### src/rtl/serial_addk.sv
// serial_addk: bit-serial add or subtract of a constant K on LSB-first words.
// S and V are Mealy outputs for the bit currently on X. RESULT, RV and RVALID
// are registered one cycle after the last bit of each word is consumed.
module serial_addk #(
  parameter int WIDTH = 4,
  parameter int K     = 3
) (
  input  logic             CLK,
  input  logic             RST_N,
  input  logic             X,
  input  logic             EN,
  input  logic             MODE,
  output logic             S,
  output logic             V,
  output logic             LAST,
  output logic [WIDTH-1:0] RESULT,
  output logic             RVALID,
  output logic             RV
);

  localparam int              PW       = (WIDTH > 1) ? $clog2(WIDTH) : 1;
  localparam logic [WIDTH-1:0] K_VEC    = WIDTH'(K);
  localparam logic [PW-1:0]    LAST_POS = PW'(WIDTH - 1);

  // Next carry (add) or next borrow (subtract) for one bit position.
  function automatic logic next_carry(input logic x, input logic kb,
                                      input logic c, input logic sub);
    logic r;
    if (sub) begin
      r = (~x & kb) | (~(x ^ kb) & c);
    end else begin
      r = (x & kb) | (x & c) | (kb & c);
    end
    return r;
  endfunction

  logic [PW-1:0]    pos_r;
  logic             c_r;
  logic             mq_r;
  logic [WIDTH-2:0] sr_r;
  logic [WIDTH-1:0] result_r;
  logic             rvalid_r;
  logic             rv_r;

  logic             first_s;
  logic             last_pos_s;
  logic             mode_eff_s;
  logic             cin_s;
  logic             kb_s;
  logic             sum_s;
  logic             cnext_s;
  logic [WIDTH-2:0] sr_next_s;

  // Per-bit datapath: the first bit of a word uses live MODE and a zero carry-in.
  always_comb begin
    first_s    = (pos_r == {PW{1'b0}});
    last_pos_s = (pos_r == LAST_POS);
    mode_eff_s = mq_r;
    cin_s      = c_r;
    if (first_s) begin
      mode_eff_s = MODE;
      cin_s      = 1'b0;
    end else begin
      mode_eff_s = mq_r;
      cin_s      = c_r;
    end
    kb_s      = K_VEC[pos_r];
    sum_s     = X ^ kb_s ^ cin_s;
    cnext_s   = next_carry(X, kb_s, cin_s, mode_eff_s);
    sr_next_s = (WIDTH-1)'({sum_s, sr_r} >> 1);
  end

  // Mealy outputs; while reset is held the block is transparent (S follows X).
  always_comb begin
    S    = X;
    V    = 1'b0;
    LAST = 1'b0;
    if (RST_N) begin
      S    = sum_s;
      LAST = EN & last_pos_s;
      V    = EN & last_pos_s & cnext_s;
    end else begin
      S    = X;
      V    = 1'b0;
      LAST = 1'b0;
    end
  end

  // Bit counter, carry, latched mode, shift register and result capture.
  always_ff @(posedge CLK or negedge RST_N) begin
    if (!RST_N) begin
      pos_r    <= {PW{1'b0}};
      c_r      <= 1'b0;
      mq_r     <= 1'b0;
      sr_r     <= {(WIDTH-1){1'b0}};
      result_r <= {WIDTH{1'b0}};
      rvalid_r <= 1'b0;
      rv_r     <= 1'b0;
    end else begin
      rvalid_r <= 1'b0;
      if (EN) begin
        sr_r <= sr_next_s;
        if (first_s) begin
          mq_r <= MODE;
        end else begin
          mq_r <= mq_r;
        end
        if (last_pos_s) begin
          pos_r    <= {PW{1'b0}};
          c_r      <= 1'b0;
          result_r <= {sum_s, sr_r};
          rv_r     <= cnext_s;
          rvalid_r <= 1'b1;
        end else begin
          pos_r <= pos_r + PW'(1);
          c_r   <= cnext_s;
        end
      end else begin
        pos_r <= pos_r;
        c_r   <= c_r;
      end
    end
  end

  assign RESULT = result_r;
  assign RVALID = rvalid_r;
  assign RV     = rv_r;

endmodule

### config.mk
export PLATFORM = sky130hd
export DESIGN_NAME = serial_addk
export DESIGN_NICKNAME = d
export VERILOG_FILES = /design/src/rtl/serial_addk.sv
export SDC_FILE = /design/constraint.sdc
export NUM_CORES = 1
export LEC_CHECK = 0
export CAP_MARGIN = 20
export CORE_MARGIN = 2
export CORE_UTILIZATION = 42
export DETAILED_ROUTE_END_ITERATION = 10
export PLACE_DENSITY = 0.7
export SETUP_SLACK_MARGIN = 0.2
export SLEW_MARGIN = 20
export SYNTH_ARGS = -nofsm -noshare
export SYNTH_HDL_FRONTEND = slang
export SYNTH_SLANG_ARGS = --single-unit
### constraint.sdc
create_clock -name CLK -period 2 [get_ports CLK]
set_clock_uncertainty 0.15 [all_clocks]
set_input_delay 0.3 -clock CLK [delete_from_list [all_inputs] [get_ports CLK]]
set_output_delay 0.3 -clock CLK [all_outputs]
set_load 0.02 [all_outputs]
==> impl_results.md, run 1 <==
* Met1 routing resource usage after global routing at 18.47%
* FF+latch area at 325.3 um^2
* Critical Path Source Type: flip-flop
* Power Internal at 0.9437 mW
* Filler cell count in the final layout at 95
* Proportion of power drawn by flip-flops and latches at a little under a third
* Post-synthesis instance area at 599.3 um^2
* Slew Limit Headroom at 81.39%
* Die X-Extent at 41.78 um
* Peak VDD IR at between 0.8 and 0.9 mV
* Clock tree from TritonCTS: done
* Die Footprint at 1745 um^2
* Area occupied by multi-input gates at 302.8 um^2
* Leakage power at 0.4473 nW
* Busiest layer in global routing: met2
* Worst-path maximum fanout at 2
* Maximum achievable frequency at around 460 MHz
* Average detailed-routed wire length per instance at ~12 um
* Detail-routed via count per cell at ~4.6
* Boundary Pins at 14
* Overall routing resource usage at 17.30%
* Violated checks: setup timing
* Post-CTS Hold Buffers at 0
* Share of synthesized registers carrying an async set or reset at 100.0%
* Endpoint class of the critical path: primary output
* Most common cell in the netlist: dfrtp_1
* Result of the run: finished with violations
* Maximum number of buffers from clock root to sink at 2
* Net total in the final layout at 90
* Setup violators final at 2
* Share of layout cells above drive strength 1 at 53.75%
* Area after detailed placement at approximately 870 um^2
* Maximum number of pins on one net before global-route repair at 11
* First-pass iteration count of the detailed router at 3
* Top_reg_cell synth: dfrtp_1
* Core Box Area at 1318 um^2
* Aggregate routed wire length at 1.143 mm
* Detailed-route via count at 438
* Capture point of the worst reg-to-reg path: sr_r[2]$_DFFE_PN0P_
* Post-route setup TNS at -0.3445 ns
* ANT cells at 0
* Number of placement rows at 13
* Hold Violations, Final at 0
* Share of the clock period used by the worst path after layout at 108.7%
* Master cell of the clock root buffer: clkbuf_4
* H-tree Lvls at 1
* Vias in the first global route at 456
* Routability-driven placement congestion ratio at a little over 0.7
* Mapped Avg Cell Area at roughly 13 um^2
* Flops & latches, synth at 13
* Remaining global-route overflow at 0
* Arrival time worst endpoint at 1.72 ns
* Synth top area share at 54.28%
* Drt drc at 0
* Number of clock sinks seen by CTS at 13
* Vert. Die Dim at 41.78 um
* Depth of the worst register-to-register path at 7
* Syn-to-layout area delta at 60.13%
* Clock-pin slew on the worst setup and hold paths at 0.07 ns
* Main area contributors after synthesis: dfrtp_1 54%, mux2_2 15%, fa_1 6.7%
* Worst-Skew Late Latency at 0.28 ns
* Worst slew pin tran at 0.2785 ns
* MaxCap Viol Count at 0
* Sequential fraction of the synthesis area at 54.28%
* Source of the worst register-to-register timing path: pos_r[1]$_DFFE_PN0P_
* Number of enable flip-flop cells after synthesis at 0
* Final worst setup slack at -0.1739 ns
* Total half-perimeter wirelength after legalization and detailed placement at 864.1 um
* Crit Path Category: reg2out
* Required time at the worst-slack endpoint at between 1.5 and 2 ns
* Net switching share of the total power at 33.88%
* Crit path time final at 2.174 ns
* First-pass GRT wire length at 2.070 mm
* Final cell area excluding filler cells at 959.7 um^2
* Initial antenna violation count at 0
* Global-route met3 utilization at 6.522%
* Yosys synthesis warning count at 0
* Power density normalized to cell area at 1487 nW/um^2
* Hold crit path type: in2async
* Met2 track demand over resource at 27.19%
* Net switching power of the design at 0.4835 mW
* Gate power share at 57.4%
* Yosys top cell by area: dfrtp_1
* Clock Power Share at 11.2%
* Final antenna-violating net count at 0
* RSZ-0062 raised after global routing: true
* TritonCTS buffer count at 3
* Library cells used by synthesis at 15
* Final Max Slew Viols at 0
* First-iteration detailed-routing DRC count at 3
* Initial Utilization at 45.49%
* IO Port Bufs at 13
* Worst reg2reg setup slack at 0.08 ns
* Synth cell count leaders: 13 x dfrtp_1, 8 x mux2_2, 5 x inv_1, 5 x nand2_1, 3 x mux2i_1
* Post-synthesis cell count at 47
* Nets in the synthesized netlist at between 50 and 60
[final cells by class]
| class | count | share of cell area, % |
|---|---|---|
| flip-flops and latches | 13 | 33.90 |
| multi-input cells | 28 | 31.55 |
| repair buffers | 30 | 27.90 |
| clock buffers | 4 | 2.738 |
| inverters | 5 | 1.956 |
| well taps | 15 | 1.956 |
[per-layer routing]
metal / part of all wire [%] / vias up
met5: 0 / -
met3: 4.6 / 5
met4: 3.5 / 0
li1: - / 220
met1: 42 / 204
met2: 50 / 9
[cell usage in the layout (no fill, tap or decap), types with 2 or more instances in the layout]
cell / instances
buf_4: 15
dfrtp_1: 13
clkdlybuf4s50_1: 9
mux2_2: 8
buf_6: 5
nand2_1: 4
inv_1: 3
clkbuf_4: 3
inv_2: 2
fa_2: 2
[repair_timing]
item | in CTS | in global routing
setup endpoints to repair | 5 | 7
gates resized for setup | 20 | 8
buffers inserted | 2 | 1
pin swaps | 1 | 4
[registers in the layout, indices dropped and copies added (netlist names)]
signal,cells
RESULT,4
RV,1
RVALID,1
c_r,1
mq_r,1
pos_r,2
sr_r,3
[kinds of logic after synthesis]
family | share of synthesized area (%)
compound gates | 3.549
fa+ha+maj | 10.86
buf+inv | 4.385
flops | 54.28
mux | 20.04
simple gates | 6.891
[power by group through the flow]
| stage | sequential [mW] | combinational [mW] | clock (mW) |
|---|---|---|---|
| after floorplan | 0.504 | 0.313 | 0 |
| after global placement | 0.442 | 0.688 | 0 |
| after detailed placement | 0.449 | 0.705 | 0 |
| after CTS | 0.446 | 0.782 | 0.171 |
| after global routing | 0.465 | 0.885 | 0.189 |
| final | 0.447 | 0.820 | 0.161 |
[worst max-delay path by stage]
stage,start,to,slack (ns),cells after the start
5_1_grt,pos_r[1]$_DFFE_PN0P_,V,-0.27,7
4_1_cts,pos_r[0]$_DFFE_PN0P_,S,-0.20,7
3_5_place_dp,X,V,-0.59,6
2_1_floorplan,pos_r[1]$_DFFE_PN0P_,V,0.20,6
6_report,pos_r[1]$_DFFE_PN0P_,S,-0.17,7
3_3_place_gp,X,V,-0.54,6
[per-stage QoR]
stage	hold slack [ns]	instances	utilization [%]	total power, mW	worst slack, ns
3_3_place_gp	0.3154	88	66.10	1.130	-0.5411
6_report	0.2377	95	72.84	1.427	-0.1739
3_5_place_dp	0.3456	88	66.10	1.154	-0.5926
4_1_cts	0.2083	94	69.80	1.400	-0.2025
5_1_grt	0.2344	95	72.84	1.539	-0.2741
2_1_floorplan	-0.1456	47	-	0.8174	0.2019
[worst max-delay path: stages, from the launching register on]
cell,delay [ns]
dfrtp_1,0.39
inv_2,0.08
ha_4,0.16
nor2_4,0.05
fa_2,0.54
nand2_2,0.05
o21ai_2,0.06
buf_6,0.13
No activity file was read; power rests on OpenSTA's default activity.
==> inputs of run 2 (changes only) <==
--- a/config.mk
+++ b/config.mk
@@ -5,11 +5,12 @@
 export SDC_FILE = /design/constraint.sdc
 export NUM_CORES = 1
 export LEC_CHECK = 0
+export ABC_AREA = 1
 export CAP_MARGIN = 20
 export CORE_MARGIN = 2
 export CORE_UTILIZATION = 42
 export DETAILED_ROUTE_END_ITERATION = 10
-export PLACE_DENSITY = 0.7
+export PLACE_DENSITY = 0.69
 export SETUP_SLACK_MARGIN = 0.2
 export SLEW_MARGIN = 20
 export SYNTH_ARGS = -nofsm -noshare
==> impl_results.md, run 2 <==
* Power density normalized to cell area at 1479 nW/um^2
* Vias in the first global route at between 500 and 600
* Number of clock sinks seen by CTS at 13
* Core Box Area at 1471 um^2
* IO Port Bufs at 13
* Synth cell count leaders: 21 x nand2_1, 14 x inv_1, 13 x dfrtp_1
* Synth top area share at 49.90%
* Violated checks: setup timing
* Peak VDD IR at 0.6800 mV
* Final Max Slew Viols at 0
* Worst slew pin tran at between 0.2 and 0.25 ns
* Main area contributors after synthesis: dfrtp_1 50%, nand2_1 12%, inv_1 8.1%
* Remaining global-route overflow at 0
* Most common cell in the netlist: nand2_1
* Total half-perimeter wirelength after legalization and detailed placement at 970.5 um
* H-tree Lvls at 1
* First-pass iteration count of the detailed router at 4
* Clock tree from TritonCTS: done
* Yosys synthesis warning count at 0
* RSZ-0062 raised after global routing: true
* Maximum number of pins on one net before global-route repair at 14
* Library cells used by synthesis at 13
* Flip-flop count of the largest register after layout at 4
* Hold Violations, Final at 0
* Critical Path Source Type: flip-flop
* Final antenna-violating net count at 0
* Area after detailed placement at 910.9 um^2
* Clock-pin slew on the worst setup and hold paths at about 0.090 ns
* Post-synthesis instance area at approximately 650 um^2
* MaxCap Viol Count at 0
* Aggregate routed wire length at 1.456 mm
* Nets in the synthesized netlist at 83
* First-pass GRT wire length at 2.339 mm
* Crit path time final at 2.194 ns
* Final worst setup slack at -0.1943 ns
* Flops & latches, synth at 13
* Post-CTS Hold Buffers at 0
* Number of placement rows at 14
* Arrival time worst endpoint at 1.74 ns
* Post-synthesis cell count at 74
* TritonCTS buffer count at 3
* Net total in the final layout at 120
* Number of enable flip-flop cells after synthesis at 0
* Total met3 wirelength after detailed routing at 63 um
* Most frequent cells in the layout: 19 x nand2_1, 18 x buf_4, 13 x dfrtp_1
* Master of the slowest instance on the critical path: fa_2
* Syn-to-layout area delta at 60.65%
* Share of the clock period used by the worst path after layout at 109.7%
* Leading cell type in the layout, fill and taps excluded: nand2_1
* Initial antenna violation count at 0
* Initial Utilization at 44.30%
* Worst-Skew Late Latency at 0.27 ns
* Yosys top cell by area: dfrtp_1
* Mapped Avg Cell Area at roughly 8.8 um^2
* Crit Path Category: reg2out
* Vert. Die Dim at 43.40 um
* Highest routed metal layer: met3
* Detailed-route via count at 576
* Endpoint class of the critical path: primary output
* Share of synthesized registers carrying an async set or reset at 100.0%
* Maximum number of buffers from clock root to sink at 2
* Met1 Routed Length at 621 um
* Die X-Extent at 43.40 um
* Final cell area excluding filler cells at 1047 um^2
* Worst-path maximum fanout at 2
* Average detailed-routed wire length per instance at 11.56 um
* Slew Limit Headroom at a little over four fifths
* ANT cells at 0
* Maximum achievable frequency at 455.7 MHz
* Sequential fraction of the synthesis area at 49.90%
* First-iteration detailed-routing DRC count at 13
* Share of layout cells above drive strength 1 at between 40% and 50%
* Detail-routed via count per cell at 4.571
* Leakage power at 0.5450 nW
* Maximum single-stage delay on the critical path at 0.55 ns
* Master cell of the clock root buffer: clkbuf_4
* Dpl ws at -0.5754 ns
* Overall routing resource usage at between 10% and 20%
* Drt drc at 0
* Top_reg_cell synth: dfrtp_1
* Setup violators final at 2
* Boundary Pins at 14
* Die Footprint at 1883 um^2
* Cell chain of the critical path: inv_2 > ha_4 > nor2_4 > fa_2 > nand2_2 > o21ai_4 > buf_6
* Met2 wire length at 771 um
* Result of the run: finished with violations
* Routability-driven placement congestion ratio at 0.7356
* Utilization of the core after routing at slightly above 70%
* Post-route setup TNS at -0.2988 ns
* Hold crit path type: reg2reg
* Required time at the worst-slack endpoint at 1.55 ns
## run 2: final timing paths
| path | to | depth (start not counted) | startpoint | slack (ns) |
|---|---|---|---|---|
| max in group asynchronous | pos_r[1]$_DFFE_PN0P_ | 2 | RST_N | 1.17 |
| hold reg to reg | c_r$_DFFE_PN0P_ | 2 | c_r$_DFFE_PN0P_ | 0.34 |
| min in group asynchronous | sr_r[0]$_DFFE_PN0P_ | 2 | RST_N | 0.37 |
| setup reg to reg | sr_r[2]$_DFFE_PN0P_ | 9 | pos_r[0]$_DFFE_PN0P_ | 0.08 |
| setup / recovery | S | 7 | pos_r[0]$_DFFE_PN0P_ | -0.19 |
| hold / removal | c_r$_DFFE_PN0P_ | 2 | c_r$_DFFE_PN0P_ | 0.34 |
## run 2: logic make-up (layout without fill, tap and decap cells)
family	count (synthesis)	count (layout)	share of synthesized area, %
compound gates	10	10	7.678
fa+ha+maj	4	4	9.980
buf+inv	16	52	10.56
flops	13	13	49.90
simple gates	31	31	21.88
## run 2: timing repair
item                                    in CTS  in global routing
gates resized for setup                     27                  5
pin swaps                                    6                  3
endpoints found under the setup margin       3                  5
setup buffers                                4                  4
## run 2: through the flow
step	power, mW	hold WS, ns	cells
floorplan	0.8348	-0.1456	74
global placement	1.138	0.3129	114
detailed placement	1.159	0.3204	114
CTS	1.461	0.3436	122
global route	1.669	0.3651	126
finish	1.549	0.3401	126
## run 2: power by group
part | internal (mW) | switching [mW]
sequential | 0.372 | 0.0557
clock | 0.0740 | 0.0915
combinational | 0.498 | 0.457
## run 2: per-layer routing
layer,up-vias,global-route usage [%]
met5,-,0
met4,0,5.455
met3,0,2.500
met2,15,28.66
met1,265,21.83
li1,296,-
## run 2: area by class of cell
type	count	area [um^2]
Inverter	15	61.31
Sequential cell	13	325.3
Timing Repair Buffer	33	290.3
Tap cell	16	20.02
Clock buffer	3	22.52
Fill cell	109	424.2
Multi-Input combinational cell	45	322.8
Clock inverter	1	5.005
## run 2: worst max-delay path: cells and delay by family (launching register included)
family	cells	cell delay (ns)
buf+inv	2	0.21
simple gates	2	0.11
compound gates	1	0.06
flops	1	0.40
fa+ha+maj	2	0.69
